**src/rtl/c32_prefetch.sv**
```systemverilog
// Instruction prefetch queue for the c32 core: fetches aligned words ahead of
// execution and presents a little-endian byte window at the current EIP.
module c32_prefetch #(
    parameter int          DEPTH     = 16,
    parameter logic [31:0] RESET_EIP = 32'h0000_0000
) (
    input  logic        clock,
    input  logic        reset_n,
    input  logic        ce,
    output logic [31:0] mem_a,
    output logic        mem_rd,
    input  logic        mem_ack,
    input  logic [31:0] mem_i,
    input  logic        flush,
    input  logic [31:0] flush_eip,
    input  logic [2:0]  consume,
    output logic [31:0] out_data,
    output logic [2:0]  out_cnt,
    output logic [31:0] out_eip
);

    localparam int PW = $clog2(DEPTH);
    localparam int LW = PW + 1;
    localparam logic [LW-1:0] FILL_LIMIT = LW'(DEPTH - 4);

    typedef enum logic [0:0] {
        ST_IDLE = 1'b0,
        ST_REQ  = 1'b1
    } state_t;

    state_t        state_r, state_s;
    logic          drop_r, drop_s;
    logic [1:0]    skip_r, skip_s;
    logic [31:0]   fetch_ptr_r, fetch_ptr_s;
    logic [31:0]   mem_a_r, mem_a_s;
    logic          mem_rd_r, mem_rd_s;
    logic [PW-1:0] head_r, head_s;
    logic [PW-1:0] tail_r, tail_s;
    logic [LW-1:0] level_r, level_s;
    logic [7:0]    buf_r [DEPTH];
    logic [7:0]    buf_s [DEPTH];
    logic [31:0]   out_data_r, out_data_s;
    logic [2:0]    out_cnt_r, out_cnt_s;
    logic [31:0]   out_eip_r, out_eip_s;
    logic          push_s;
    logic [LW-1:0] consume_ext_s;
    logic [LW-1:0] pop_n_s;
    logic [2:0]    push_n_s;

    // Pop amount clamped to the bytes held; push amount skips leading bytes after a redirect
    always_comb begin
        consume_ext_s = LW'(consume);
        if (consume_ext_s < level_r) begin
            pop_n_s = consume_ext_s;
        end else begin
            pop_n_s = level_r;
        end
        push_n_s = 3'd4 - {1'b0, skip_r};
    end

    // Fetch FSM, queue pointers and EIP tracking; flush overrides push and pop
    always_comb begin
        state_s     = state_r;
        drop_s      = drop_r;
        skip_s      = skip_r;
        fetch_ptr_s = fetch_ptr_r;
        head_s      = head_r;
        tail_s      = tail_r;
        level_s     = level_r;
        out_eip_s   = out_eip_r;
        push_s      = 1'b0;
        mem_a_s     = mem_a_r;
        if (flush) begin
            head_s      = {PW{1'b0}};
            tail_s      = {PW{1'b0}};
            level_s     = {LW{1'b0}};
            out_eip_s   = flush_eip;
            fetch_ptr_s = {flush_eip[31:2], 2'b00};
            skip_s      = flush_eip[1:0];
            if (state_r == ST_REQ) begin
                if (mem_ack) begin
                    state_s = ST_IDLE;
                    drop_s  = 1'b0;
                end else begin
                    // Bus request must complete; its data is discarded when it lands
                    drop_s  = 1'b1;
                end
            end else begin
                state_s = ST_IDLE;
            end
        end else begin
            head_s    = head_r + PW'(pop_n_s);
            level_s   = level_r - pop_n_s;
            out_eip_s = out_eip_r + 32'(pop_n_s);
            case (state_r)
                ST_IDLE: begin
                    if (level_r <= FILL_LIMIT) begin
                        state_s = ST_REQ;
                    end else begin
                        state_s = ST_IDLE;
                    end
                end
                ST_REQ: begin
                    if (mem_ack) begin
                        state_s = ST_IDLE;
                        if (drop_r) begin
                            drop_s = 1'b0;
                        end else begin
                            push_s      = 1'b1;
                            tail_s      = tail_r + PW'(push_n_s);
                            level_s     = level_r - pop_n_s + LW'(push_n_s);
                            fetch_ptr_s = fetch_ptr_r + 32'd4;
                            skip_s      = 2'b00;
                        end
                    end else begin
                        state_s = ST_REQ;
                    end
                end
                default: begin
                    state_s = ST_IDLE;
                end
            endcase
        end
        // Address is frozen while a request is outstanding, otherwise it tracks the fetch pointer
        if ((state_r == ST_REQ) && (state_s == ST_REQ)) begin
            mem_a_s = mem_a_r;
        end else begin
            mem_a_s = fetch_ptr_s;
        end
        mem_rd_s = (state_s == ST_REQ);
    end

    // Byte storage update: accepted word bytes skip..3 land at tail onwards
    always_comb begin : buf_write
        logic [PW-1:0] offs_s;
        logic [1:0]    sel_s;
        for (int k = 0; k < DEPTH; k++) begin
            offs_s = PW'(k) - tail_r;
            sel_s  = offs_s[1:0] + skip_r;
            if (push_s && (offs_s < PW'(push_n_s))) begin
                buf_s[k] = mem_i[{sel_s, 3'b000} +: 8];
            end else begin
                buf_s[k] = buf_r[k];
            end
        end
    end

    // Output window built from next-state queue contents so it is valid with the level change
    always_comb begin
        out_data_s = 32'h0000_0000;
        for (int i = 0; i < 4; i++) begin
            if (LW'(i) < level_s) begin
                out_data_s[8*i +: 8] = buf_s[head_s + PW'(i)];
            end else begin
                out_data_s[8*i +: 8] = 8'h00;
            end
        end
        if (level_s >= LW'(3'd4)) begin
            out_cnt_s = 3'd4;
        end else begin
            out_cnt_s = level_s[2:0];
        end
    end

    // State and output registers, frozen while ce is low
    always_ff @(posedge clock or negedge reset_n) begin
        if (!reset_n) begin
            state_r     <= ST_IDLE;
            drop_r      <= 1'b0;
            skip_r      <= RESET_EIP[1:0];
            fetch_ptr_r <= {RESET_EIP[31:2], 2'b00};
            mem_a_r     <= {RESET_EIP[31:2], 2'b00};
            mem_rd_r    <= 1'b0;
            head_r      <= {PW{1'b0}};
            tail_r      <= {PW{1'b0}};
            level_r     <= {LW{1'b0}};
            out_data_r  <= 32'h0000_0000;
            out_cnt_r   <= 3'd0;
            out_eip_r   <= RESET_EIP;
            for (int i = 0; i < DEPTH; i++) begin
                buf_r[i] <= 8'h00;
            end
        end else if (ce) begin
            state_r     <= state_s;
            drop_r      <= drop_s;
            skip_r      <= skip_s;
            fetch_ptr_r <= fetch_ptr_s;
            mem_a_r     <= mem_a_s;
            mem_rd_r    <= mem_rd_s;
            head_r      <= head_s;
            tail_r      <= tail_s;
            level_r     <= level_s;
            out_data_r  <= out_data_s;
            out_cnt_r   <= out_cnt_s;
            out_eip_r   <= out_eip_s;
            for (int i = 0; i < DEPTH; i++) begin
                buf_r[i] <= buf_s[i];
            end
        end
    end

    assign mem_a    = mem_a_r;
    assign mem_rd   = mem_rd_r;
    assign out_data = out_data_r;
    assign out_cnt  = out_cnt_r;
    assign out_eip  = out_eip_r;

endmodule
```
**config.mk**
```make
export PLATFORM = sky130hd
export DESIGN_NAME = c32_prefetch
export DESIGN_NICKNAME = d
export VERILOG_FILES = /design/src/rtl/c32_prefetch.sv
export SDC_FILE = /design/constraint.sdc
export NUM_CORES = 1
export LEC_CHECK = 0
export BUFFER_PORTS_ARGS = -buffer_cell sky130_fd_sc_hd__buf_2
export CORE_MARGIN = 8
export CORE_UTILIZATION = 52
export CTS_CLUSTER_DIAMETER = 100
export DETAILED_ROUTE_END_ITERATION = 10
export PLACE_DENSITY = 0.79
export REMOVE_ABC_BUFFERS = 1
export SYNTH_ARGS = -nofsm -noshare
export SYNTH_HDL_FRONTEND = slang
export SYNTH_SLANG_ARGS = --single-unit
```
**constraint.sdc**
```tcl
create_clock -name clock -period 6.8 [get_ports clock]
set_clock_uncertainty 0.2 [all_clocks]
set_input_delay 1.36 -clock clock [delete_from_list [all_inputs] [get_ports clock]]
set_output_delay 1.36 -clock clock [all_outputs]
set_load 0.01 [all_outputs]
```
# Word level (Yosys, flattened, before mapping)

Cells that the tools add are included.

Output and inout port bits: 100
Flip-flop bits (word level): 276
Logic and storage cells: 206
Input bits: 72

Muxes and demuxes: 65
Bitwise operators: 6
Reductions and logical operators: 22
Magnitude comparators: 27
Eq/ne operators: 1
Add/sub/neg operators: 42
Shift-type cells: 16

Operators with widths:

| operator              | number |
|---|---|
| $shiftx 32x6->8       | 16 |
| $mux 8                | 28 |
| $mux 32               | 5 |
| $bmux 8 s4            | 4 |
| $lt 4x3->1            | 16 |
| $add 2x2->2           | 16 |
| $add 32x3->32 const B | 1 |
| $add 32x5->32         | 1 |
| $sub 4x4->4 const A   | 8 |
| $mux 5                | 5 |
| $ge 5x5->1 const B    | 4 |
| $mux 4                | 5 |
| $not 4->5             | 4 |
| $logic_and 1x1->1     | 17 |
| $sub 3x4->4 const A   | 4 |
| $mux 1                | 12 |
| $lt 1x5->1 const A    | 2 |
| $lt 2x5->1 const A    | 2 |
| $add 4x2->4 const B   | 2 |
| $mux 2                | 4 |
| $sub 1x4->4 const A   | 2 |
| $sub 2x4->4 const A   | 2 |
| $add 5x3->5           | 1 |
| $ge 5x3->1 const B    | 1 |
| other kinds (15)      | 17 |

# Logic depth before layout (Yosys ltp)

Gate-level depths: netlist (run 1).

Depth after elaboration: 10
Gate-level depth with buffers: 24
Mapped depth without buffers: 21

# Worst setup path after synthesis (run 1)

No wires, ideal clock.

Path type: input-to-reg
Start point: input port consume[1]
End point: register out_data_r[9] (netlist: out_data[9])
Path buffers: 5
Stages on the path: 21
Required time: 6.474 ns
Setup time: 0.126 ns
Setup slack: 0.175 ns
Arrival: 6.299 ns
Path through: ha_1 o21ai_0 nand2b_1 a21oi_1 or3_1 clkbuf_1 o21ai_0 ha_1 fa_1 nand2_1 clkinv_1 clkbuf_1 buf_1 ha_1 xnor2_1 clkbuf_1 buf_1 nand2_1 a311oi_1 a31oi_1 a221o_1

Longest elaborated chain between the ends: 10
Elaborated cells on any way between the ends: 17
Those cells by class: add/sub: 4; order compare: 2; mux: 10; bitwise: 1

RTL lines:

| element                                      | line | source |
|---|---|---|
| start, declared                              | 16   | `input logic [2:0] consume,` |
| $lt 3x5->1                                   | 53   | `if (consume_ext_s < level_r) begin` |
| $mux 5 *                                     | 53   |  |
| $add 4x4->4 *                                | 92   | `head_s = head_r + PW'(pop_n_s);` |
| $mux 4 *                                     | 73   | `if (flush) begin` |
| net head_s[1]                                | 37   | `logic [PW-1:0] head_r, head_s;` |
| $add 4x1->4 *                                | 153  | `out_data_s[8*i +: 8] = buf_s[head_s + PW'(i)];` |
| $not 4->5 (not written as such) *            | 153  |  |
| $bmux 8 s4 *                                 | 153  |  |
| $mux 8 (not written as such) * (2 in series) | 153  |  |
| $mux 8 *                                     | 152  | `if (LW'(i) < level_s) begin` |
| end signal, assigned                         | 193  | `out_data_r <= out_data_s;` |
| end, declared                                | 42   | `logic [31:0] out_data_r, out_data_s;` |

Mark *: on every way through the listed nets, which the timed path passes. The rest lies on a longest branch. The select of a mux whose other input is x is not followed.
A chain may end at the register's enable or synchronous reset.

# Final worst setup path (run 1)

Start point: input port consume[1]
End point: register out_data_r[11] (netlist: out_data[11])

Longest elaborated chain between the ends: 10
Elaborated cells on any way between the ends: 17
Those cells by class: add/sub: 4; order compare: 2; mux: 10; bitwise: 1

RTL lines:

| element                                    | line |
|---|---|
| $lt 3x5->1                                 | 53 |
| $mux 5 *                                   | 53 |
| $sub 5x5->5 or $add 4x4->4 (tied branches) | 93, 111, 92 |
| $add 5x3->5 or $mux 4 (tied branches)      | 111, 73 |
| $mux 5 or $add 4x1->4 (tied branches)      | 106, 153 |
| $mux 5 or $not 4->5 (tied branches)        | 104, 153 |
| $mux 5 or $bmux 8 s4 (tied branches)       | 95, 153 |
| $mux 5 or $mux 8 (tied branches)           | 73, 153 |
| $lt 1x5->1 or $mux 8 (tied branches)       | 152, 153 |
| $mux 8 *                                   | 152 |

Mark *: on every way between the ends. The rest lies on a longest branch, timed or not. The select of a mux whose other input is x is not followed.

==> results.txt, run 1 <==
Crit share post-route: 88.9%
Vias/cell: 6.68
CP startpoint kind: primary input
Hold buffer count at CTS: 0
Yosys top cell area share: 35.2%
Worst flop-to-flop path startpoint: level_r[1]
GRT overflow: 0
Register area share after synthesis: 35.2%
Post-Synthesis Cells: 1980
Crit path kind: in2reg
DP HPWL: 49300 µm
Worst R2R End: out_data[11]
Fmax: 165 MHz
Sequential group share of total power: 22.2%
R2R depth: 19
Global-route wire length before repair: 105000 µm
Synthesis-to-finish area growth: 12.5%
Die area: 44200 µm²
EDFF count, synth: 0
Sw Share: 48.2%
Vias: 17500
RePlAce Congestion: 0.998
Clock latency on the worst-skew pair: 0.59 ns
Fin. max-slew vios: 0
Initial antenna violation count: 1
Worst reg2reg setup slack: 1.08 ns
Ys Warns: 0
CTS tree: built
Iter 0 DRT Violations: 1852
Largest fanout on the critical path: 7
Hold Vio Cnt, Final: 0
Setup ws final: 0.753 ns
Layout cells sized above 1: 24.3%
Die width: 210 µm
Logic pwr share: 63.3%
Top-level I/O count: 172
Pre-CTS WS: 0.390 ns
Int Pwr: 6.27 mW
Min Tclk post-route: 6.05 ns
Clock tree buffer depth: 3
Clock Power Share: 14.6%
Vias in the first global route: 17400
Total Wirelength: 68200 µm
Syn Std Cell Area: 19600 µm²
Leakage: 10.1 nW
H-tree depth: 1
Max stage delay cell, worst path: o31ai_1
Status: completed
WP data arrival: 6.32 ns
Routed length per instance: 26.0 µm
Worst slew margin: 7.20%
Initial Util: 52.5%
Layout Utilization: 59.1%
Critical Path Max Stage Delay: 1.14 ns
Largest net degree at the start of global routing: 114
Cts bufs inserted: 31
Synthesized area per cell: 9.92 µm²
RSZ-0062 raised after global routing: no
MaxCap Viol Count: 0
Hold Path Class: reg2reg
DRC Markers: 0
Pwr dens: 548 nW/µm²
Buffers & Inverters on Critical Path: 3
Clk root buf: clkbuf_16
WHS Path Cells: 2
Clock transition at the registers of the reported paths: 0.06 ns
Gr usage total: 30.4%
Post-cts sizing count: 0
Synth area leaders: dfrtp_1, mux2i_1, mux2_2, mux4_2, nand2_1
CP endpoint kind: flop
CTS Sinks: 276
Port bufs: 171
Hold endpoint: mem_a[2]
Die height: 210 µm
Post-route ant nets: 0
Most numerous cell on the critical path: ha_1
Critical-path cell list: buf_2, ha_1, o21ai_0, nand2b_1, a21oi_1, or3_1, o21ai_0, ha_1, inv_1, fa_1, xor2_1, ha_1, a21o_1, o2111a_1, o211ai_1, o211ai_1, o31ai_1, inv_1, a32o_1
NetSw: 5.83 mW
Hold Startpoint: mem_a[2]
Pre-antenna DRT Iters: 6
Worst Tran Pin Value: 1.38 ns
Ys flop type: dfrtp_1
Total core area: 37400 µm²
Fillcell total: 3149
Synth area leader: dfrtp_1
Yosys reg bits: 276
WP data required: 7.07 ns
Final setup fails: 0
Std cell rows: 71
Net count, final: 2212
Top Family by Delay on Critical Path: compound AO/OA/AOI/OAI gates
Asr flop ratio synth: 100%
Setup Buffers After CTS: 0
Yosys cell types: 82
Max VDD drop: 0.354 mV
## synthesized netlist by cell type, types with 22 or more instances
library cell  instances
nand2_1             204
nand3_1              54
ha_1                 47
xnor2_1              22
nor2_1              131
nor3_1               24
dfrtp_1             276
clkbuf_1            103
and3_1               31
a211oi_1             35
mux2i_1             200
o21ai_0              78
mux2_2              164
mux4_2               55
a31oi_1              30
inv_1                37
xor2_1               31
a21oi_1             112
## state kept, by name, summed over array words and instances (netlist names), 4 cells and up
| name | cells |
|---|---|
| level_r | 5 |
| fetch_ptr_r | 32 |
| head_r | 4 |
| mem_a | 32 |
| buf_r | 128 |
| out_eip | 32 |
| out_data | 32 |
| tail_r | 4 |
## cells by family after synthesis
group,after synthesis,synth area share (%)
compound gates,459,15.9
other cells,1,0.0191
flops,276,35.2
buf+inv,182,3.66
fa+ha+maj,53,3.61
xor+xnor,57,2.83
mux,422,26.3
simple gates,530,12.5
## placed cells by master, fill, tap and decap left out, types with 12 or more instances in the layout
cell type | netlist | layout
a211oi_1 | 35 | 35
a21o_1 | 15 | 15
a21oi_1 | 112 | 112
a221o_1 | 15 | 15
a22oi_1 | 16 | 16
a31oi_1 | 30 | 30
a32o_1 | 12 | 12
and2_1 | 16 | 16
and3_1 | 31 | 31
buf_2 | 16 | 169
buf_4 | 0 | 39
clkbuf_16 | 0 | 31
dfrtp_1 | 276 | 276
ha_1 | 47 | 46
inv_1 | 37 | 36
mux2_2 | 164 | 164
mux2i_1 | 200 | 200
mux4_2 | 55 | 55
nand2_1 | 204 | 203
nand3_1 | 54 | 54
nand4_1 | 12 | 12
nor2_1 | 131 | 131
nor2b_1 | 13 | 13
nor3_1 | 24 | 23
o211ai_1 | 14 | 14
o21ai_0 | 78 | 78
o22ai_1 | 20 | 20
xnor2_1 | 22 | 18
xor2_1 | 31 | 31
## worst min-delay path: cells and delay by family, from the launching register on
| family | cells | cell delay (ns) |
|---|---|---|
| AOI/OAI and AO/OA | 1 | 0.06 |
| and+or+nand+nor | 1 | 0.05 |
| DFF | 1 | 0.34 |
## metrics by stage
| stage | hold WS (ns) | power (mW) | TNS [ns] | area (µm²) | instances |
|---|---|---|---|---|---|
| 4_1_cts | 0.288 | 12.0 | 0 | 22100 | 2620 |
| 5_1_grt | 0.310 | 12.7 | 0 | 22100 | 2620 |
| 2_1_floorplan | 0.254 | 7.56 | -102.62 | 19100 | 1839 |
| 3_3_place_gp | 0.262 | 10.0 | 0 | 21000 | 2565 |
| 3_5_place_dp | 0.274 | 10.2 | 0 | 21000 | 2565 |
| 6_report | 0.285 | 12.1 | 0 | 22100 | 2622 |
## power groups by stage
stage | clock (mW) | combinational [mW] | sequential, mW
after floorplan | 0 | 4.94 | 2.63
after global placement | 0 | 7.35 | 2.66
after detailed placement | 0 | 7.48 | 2.69
after CTS | 1.78 | 7.52 | 2.67
after global routing | 1.84 | 8.14 | 2.75
final | 1.76 | 7.66 | 2.68
## worst max path at each step
stage / endpoint / slack (ns) / from / cells after the start
finish: out_data[11] / 0.75 / consume[1] / 19
global route: out_data[9] / 0.47 / consume[1] / 20
CTS: out_data[8] / 0.97 / consume[1] / 20
detailed placement: out_data[8] / 0.39 / consume[1] / 19
global placement: out_data[10] / 0.46 / consume[1] / 18
floorplan: out_data[9] / -5.16 / consume[1] / 16
## per-layer routing
layer  share of wire, %  up-vias  track usage, %  wire (µm)
li1                   -     7649               -          -
met4                7.3        0            19.3       4990
met2                 46      953            48.4      31300
met3                8.5      227            5.54       5820
met1                 38     8675            37.9      26100
met5                  0        -               0          0
## cell type report
class,instances,area [µm²],area share (%)
tap,511,639,2.89
sequential,276,6910,31.3
clock buffer,39,876,3.96
inverter,40,151,0.685
multi-input combinational,1523,12100,54.6
antenna,2,5.00,0.0227
clock inverter,16,183,0.827
timing repair buffer,215,1260,5.72
Power figures use the tool's default switching activity.
==> run 2: changes to the inputs <==
--- a/config.mk
+++ b/config.mk
@@ -10,6 +10,7 @@
 export CORE_UTILIZATION = 52
 export CTS_CLUSTER_DIAMETER = 100
 export DETAILED_ROUTE_END_ITERATION = 10
+export GPL_TIMING_DRIVEN = 0
 export PLACE_DENSITY = 0.79
 export REMOVE_ABC_BUFFERS = 1
 export SYNTH_ARGS = -nofsm -noshare
==> constraint.sdc (replaced) <==
create_clock -name clock -period 6.8 [get_ports clock]
set_clock_uncertainty 0.2 [all_clocks]
set_input_delay 0.34 -clock clock [delete_from_list [all_inputs] [get_ports clock]]
set_output_delay 0.34 -clock clock [all_outputs]
set_load 0.01 [all_outputs]
==> results.txt, run 2 (synthesized netlist as in run 1, its figures left out) <==
Port bufs: 171 (unchanged)
Die height: 210 µm (unchanged)
Pre-CTS WS: -1.05 ns (-1.44 ns)
Worst hold margin: 0.108 ns (-0.177 ns)
Global-route wire length before repair: 103000 µm (-1.3%)
Pre-antenna DRT Iters: 6 (unchanged)
Leakage: 10.3 nW (+1.8%)
Total power: 12.3 mW (+1.7%)
Max stage delay cell, worst path: inv_2
Total core area: 37400 µm² (unchanged)
Clock transition at the registers of the reported paths: 0.06 ns (about the same)
Critical-path cell list: inv_1, ha_1, o21ai_0, nand2b_1, a21oi_1, or3_1, nand2_1, o21ai_1, ha_1, fa_1, xor2_1, nand2_2, inv_2, ha_1, a21oi_1, xnor2_1, nand2_1, nor2b_1, a31oi_1, a32o_1
Reg with most FFs: buf_r
Fillcell total: 3065 (-2.7%)
DRC Markers: 0 (unchanged)
Std cell rows: 71 (unchanged)
Worst reg2reg setup slack: 0.28 ns (-0.80 ns)
Pwr dens: 544 nW/µm² (-0.60%)
Sum Neg Setup Slack: 0 ns (unchanged)
Fin area: 22600 µm² (+2.3%)
Initial Util: 52.5% (unchanged)
Non-Filler Instances: 2637 (+0.57%)
Crit path kind: reg2reg
WP data arrival: 6.74 ns (+0.42 ns)
DP HPWL: 47200 µm (-4.1%)
Vias: 17600 (+0.29%)
Worst slew margin: 2.76% (-4.4 points)
Largest fanout on the critical path: 28 (+21)
Sequential group share of total power: 21.6% (-0.6 points)
Worst flop-to-flop path startpoint: level_r[1]
CTS Sinks: 276 (unchanged)
WP data required: 7.02 ns (-0.05 ns)
Vias in the first global route: 17200 (-0.75%)
Vias/cell: 6.66 (-0.28%)
Net count, final: 2227 (+0.68%)
Die width: 210 µm (unchanged)
Crit share post-route: 95.8% (+6.9 points)
Final setup fails: 0 (unchanged)
CTS tree: built
Status: completed
Clk root buf: clkbuf_16
Layout cells sized above 1: 23.3% (-0.99 points)
RSZ-0062 raised after global routing: no
Layout Utilization: 60.4% (+1.4 points)
Cts bufs inserted: 35 (+13%)
Hold Path Class: in2reg
Iter 0 DRT Violations: 2130 (+15%)
Sw Share: 48.0% (-0.17 points)
Logic pwr share: 63.0% (-0.3 points)
GRT overflow: 0 (unchanged)
Min Tclk post-route: 6.52 ns (+0.470 ns)
End of the critical path: out_data[31]
MaxCap Viol Count: 0 (unchanged)
Setup ws final: 0.283 ns (-0.470 ns)
NetSw: 5.91 mW (+1.3%)
Hold Vio Cnt, Final: 0 (unchanged)
Buffers & Inverters on Critical Path: 2 (-1)
Top Family by Delay on Critical Path: simple AND/OR/NAND/NOR gates
Top-level I/O count: 172 (unchanged)
Worst Setup SP: level_r[1]
Int Pwr: 6.39 mW (+2.0%)
RePlAce Congestion: 0.916 (-8.1%)
Total Wirelength: 67100 µm (-1.6%)
Critical path depth: 20 (+1)
Most numerous cell on the critical path: ha_1
Max VDD drop: 0.366 mV (+3.3%)
Worst Tran Pin Value: 1.42 ns (+0.0378 ns)
Post-route ant nets: 0 (unchanged)
Fmax: 153 MHz (-7.2%)
Die area: 44200 µm² (unchanged)
CP endpoint kind: flop
Initial antenna violation count: 0 (-1)
Largest register FFs: 128 (unchanged)
Fin. max-slew vios: 0 (unchanged)
Commonest non-fill, non-tap cells in the layout: dfrtp_1, nand2_1, mux2i_1
Gr usage total: 29.9% (-0.42 points)
Setup Buffers After CTS: 0 (unchanged)
Diode count: 0 (-2)
Synthesis-to-finish area growth: 15.1%
Placed cells: 2541 (-0.94%)
Clock tree buffer depth: 3 (unchanged)
CP startpoint kind: flop
Clock Power Share: 15.4% (+0.8 points)
Most common cell after layout, fill and taps aside: dfrtp_1
H-tree depth: 2 (+1)
R2R depth: 20 (+1)
Worst R2R End: out_data[31]
Critical Path Max Stage Delay: 0.79 ns (-0.35 ns)
Clock latency on the worst-skew pair: 0.53 ns (-0.06 ns)
Largest net degree at the start of global routing: 115 (+0.88%)
Placed standard-cell area: 21000 µm² (about the same)
Routed length per instance: 25.5 µm (-2.2%)
-- run 2: cell count changes in the layout (fill, tap and decap cells not counted), moves of 3 or more --
cell | previous run | this run
buf_4 | 39 | 2
dlygate4sd3_1 | 0 | 34
buf_8 | 1 | 9
buf_16 | 0 | 6
clkbuf_1 | 1 | 7
clkbuf_16 | 31 | 37
buf_6 | 1 | 5
buf_12 | 5 | 2
clkinvlp_4 | 5 | 2
-- run 2: power by group through the flow --
| stage | combinational, mW | clock (mW) | sequential [mW] |
|---|---|---|---|
| 3_3_place_gp | 7.27 | 0 | 2.63 |
| 3_5_place_dp | 7.50 | 0 | 2.66 |
| 4_1_cts | 7.57 | 1.91 | 2.64 |
| 2_1_floorplan | 4.94 | 0 | 2.63 |
| 6_report | 7.75 | 1.89 | 2.66 |
| 5_1_grt | 8.23 | 1.96 | 2.72 |
-- run 2: worst register-to-register path: stages (launching register included) --
cell and delay, ns:
dfrtp_1 0.43, inv_1 0.11, ha_1 0.29, o21ai_0 0.08, nand2b_1 0.08, a21oi_1 0.06, or3_1 0.40, nand2_1 0.10
o21ai_1 0.18, ha_1 0.29, fa_1 0.38, xor2_1 0.21, nand2_2 0.47, inv_2 0.80, ha_1 0.46, a21oi_1 0.15
xnor2_1 0.76, nand2_1 0.33, nor2b_1 0.28, a31oi_1 0.08, a32o_1 0.29
-- run 2: area by class of cell --
class | instances | area, µm² | share of cell area (%)
clock buffer | 50 | 1030 | 4.58
clock inverter | 11 | 114 | 0.504
timing repair buffer | 226 | 1590 | 7.05
inverter | 40 | 168 | 0.742
tap | 511 | 639 | 2.83
multi-input combinational | 1523 | 12100 | 53.7
sequential | 276 | 6910 | 30.6
-- run 2: worst min path at each step --
stage | to | start | cells past startpoint
floorplan | buf_r[0] | reset_n | 0
global placement | mem_a[16] | mem_a[16] | 2
detailed placement | fetch_ptr_r[11] | reset_n | 1
CTS | buf_r[5] | ce | 3
global route | buf_r[32] | ce | 2
finish | buf_r[5] | ce | 3
-- run 2: what timing repair did --
item / 4_1_cts / 5_1_grt
hold buffers: 34 / 0
endpoints found under the hold margin: 119 / 0
resized for setup: 8 / 3
endpoints found under the setup margin: 24 / 7
-- run 2: per-layer routing --
| layer | vias to the layer above | wire length [µm] | track usage (%) |
|---|---|---|---|
| li1 | 7670 | - | - |
| met1 | 8679 | 25800 | 38.4 |
| met2 | 999 | 31100 | 47.9 |
| met3 | 207 | 5820 | 4.83 |
| met4 | 0 | 4430 | 17.2 |
| met5 | - | 0 | 0 |
==> run 3: changes to the inputs <==
--- a/config.mk
+++ b/config.mk
@@ -6,6 +6,7 @@
 export NUM_CORES = 1
 export LEC_CHECK = 0
 export BUFFER_PORTS_ARGS = -buffer_cell sky130_fd_sc_hd__buf_2
+export CORE_ASPECT_RATIO = 1.4
 export CORE_MARGIN = 8
 export CORE_UTILIZATION = 52
 export CTS_CLUSTER_DIAMETER = 100
==> results.txt, run 3 (synthesized netlist as in run 1, its figures left out) <==
Worst reg2reg setup slack: 0.22 ns (-0.07 ns)
RePlAce Congestion: 0.959 (+4.7%)
Fmax: 152 MHz (-1.0%)
Placed cells: 2502 (-1.5%)
Post-route ant nets: 0 (unchanged)
Fin. max-slew vios: 1 (+1)
Worst hold margin: 0.0640 ns (-0.0443 ns)
Vias/cell: 6.78 (+1.9%)
Non-Filler Instances: 2594 (-1.6%)
Iter 0 DRT Violations: 1613 (-24%)
Worst R2R End: out_data[25]
Vias: 17600 (+0.24%)
Gr usage total: 30.1% (+0.16 points)
Clock latency on the worst-skew pair: 0.60 ns (+0.07 ns)
Vias in the first global route: 17600 (+2.1%)
Clock tree buffer depth: 3 (unchanged)
Diode count: 0 (unchanged)
Initial Util: 52.5% (about the same)
Crit share post-route: 96.8% (+0.97 points)
Layout cells sized above 1: 23.4% (+0.055 points)
Top-level I/O count: 172 (unchanged)
Highest routed layer: met5
H-tree depth: 1 (-1)
Fillcell total: 3049 (-0.52%)
Failing checks: max-capacitance violations, max-slew violations
Final setup fails: 0 (unchanged)
Worst flop-to-flop path startpoint: level_r[1]
Largest net degree at the start of global routing: 118 (+2.6%)
Std cell rows: 84 (+18%)
DP HPWL: 47600 µm (+0.82%)
Largest fanout on the critical path: 28 (unchanged)
Routed length per instance: 26.5 µm (+3.9%)
Cts bufs inserted: 31 (-11%)
CTS Sinks: 276 (unchanged)
Status: finished with violations
CP endpoint kind: flop
Max VDD drop: 0.370 mV (+1.2%)
Clk root buf: clkbuf_16
MaxCap Viol Count: 2 (+2)
Wl on met1: 24500 µm (-5.1%)
Initial antenna violation count: 1 (+1)
Commonest non-fill, non-tap cells in the layout: dfrtp_1, nand2_1, mux2i_1
WP data required: 7.09 ns (+0.07 ns)
Total Wirelength: 68600 µm (+2.2%)
Total power: 12.5 mW (+1.4%)
Reg with most FFs: buf_r
Port bufs: 171 (unchanged)
Leakage: 10.3 nW (-0.25%)
R2R depth: 19 (-5.0%)
Die width: 180 µm (-14%)
Pwr dens: 554 nW/µm² (+1.7%)
Synthesis-to-finish area growth: 14.8%
Worst slew margin: -0.258% (-3.0 points)
Crit path kind: reg2reg
Die height: 246 µm (+17%)
CTS tree: built
Most common cell after layout, fill and taps aside: dfrtp_1
Total core area: 37400 µm² (about the same)
Hold Vio Cnt, Final: 0 (unchanged)
Largest register FFs: 128 (unchanged)
GRT overflow: 0 (unchanged)
Global-route wire length before repair: 104000 µm (+0.63%)
Net count, final: 2222 (-0.22%)
Pre-antenna DRT Iters: 8 (+2)
Met2 Routed Length: 31900 µm (+2.5%)
Sum Neg Setup Slack: 0 ns (unchanged)
Hold Path Class: in2async
Worst Tran Pin Value: 1.49 ns (+0.0731 ns)
Layout Utilization: 60.2% (-0.22 points)
Clock transition at the registers of the reported paths: 0.06 ns (about the same)
WP data arrival: 6.87 ns (+0.13 ns)
Min Tclk post-route: 6.58 ns (+0.0657 ns)
WL met3: 5850 µm (+0.50%)
CP startpoint kind: flop
DRC Markers: 0 (unchanged)
Die area: 44300 µm² (+0.20%)
Setup Buffers After CTS: 0 (unchanged)
[run 3: layer usage]
| metal | vias to the layer above | track usage [%] |
|---|---|---|
| li1 | 7676 | - |
| met4 | 2 | 25.0 |
| met2 | 960 | 49.6 |
| met3 | 274 | 6.21 |
| met1 | 8686 | 33.4 |
| met5 | - | 0 |
[run 3: worst max path at each step]
stage,start,to,cells after the start
2_1_floorplan,level_r[1],out_data[9],17
3_3_place_gp,flush,out_data[9],11
3_5_place_dp,level_r[1],out_data[9],20
4_1_cts,level_r[1],out_data[22],19
5_1_grt,level_r[1],out_data[25],18
6_report,level_r[1],out_data[25],19
[run 3: through the flow]
| step | area, µm² | setup WS [ns] |
|---|---|---|
| finish | 22500 | 0.217 |
| global route | 22500 | -0.0136 |
| CTS | 22500 | 0.0774 |
| detailed placement | 21000 | -1.03 |
| global placement | 20500 | -9.99 |
| floorplan | 19100 | -4.28 |
[run 3: final cells by class]
cell class	instances	area, µm²	area share [%]
clock buffers	42	897	3.98
clock inverters	15	236	1.05
inverters	40	184	0.816
multi-input cells	1524	12200	54.0
flip-flops and latches	276	6910	30.7
well taps	473	592	2.63
repair buffers	224	1560	6.92
[run 3: report_power, final]
part | total [mW] | internal (mW) | leakage [nW] | switching (mW)
clock | 1.88 | 1.15 | 0.552 | 0.735
sequential | 2.65 | 2.21 | 3.38 | 0.443
combinational | 7.94 | 3.08 | 6.32 | 4.87
total | 12.5 | 6.43 | 10.3 | 6.04
[run 3: worst max-delay path, stage by stage (launching register included)]
cell and delay [ns]:
dfrtp_1 0.43, inv_1 0.11, ha_1 0.28, o21ai_0 0.08
nand2b_1 0.08, a21oi_1 0.06, or3_1 0.38, nand2_1 0.09
o21ai_0 0.23, ha_1 0.30, fa_1 0.39, xor2_1 0.36
nand2_1 0.65, inv_4 0.68, ha_1 0.38, a21oi_1 0.18
xnor2_4 0.53, nor2_1 0.31, and3_1 0.37, o41ai_1 0.37
[run 3: repair_timing]
| item | 4_1_cts | 5_1_grt |
|---|---|---|
| endpoints found under the hold margin | 159 | 0 |
| gates cloned | 0 | 1 |
| setup endpoints to repair | 20 | 15 |
| pin swaps | 0 | 1 |
| hold buffers | 34 | 0 |
| resized for setup | 7 | 7 |
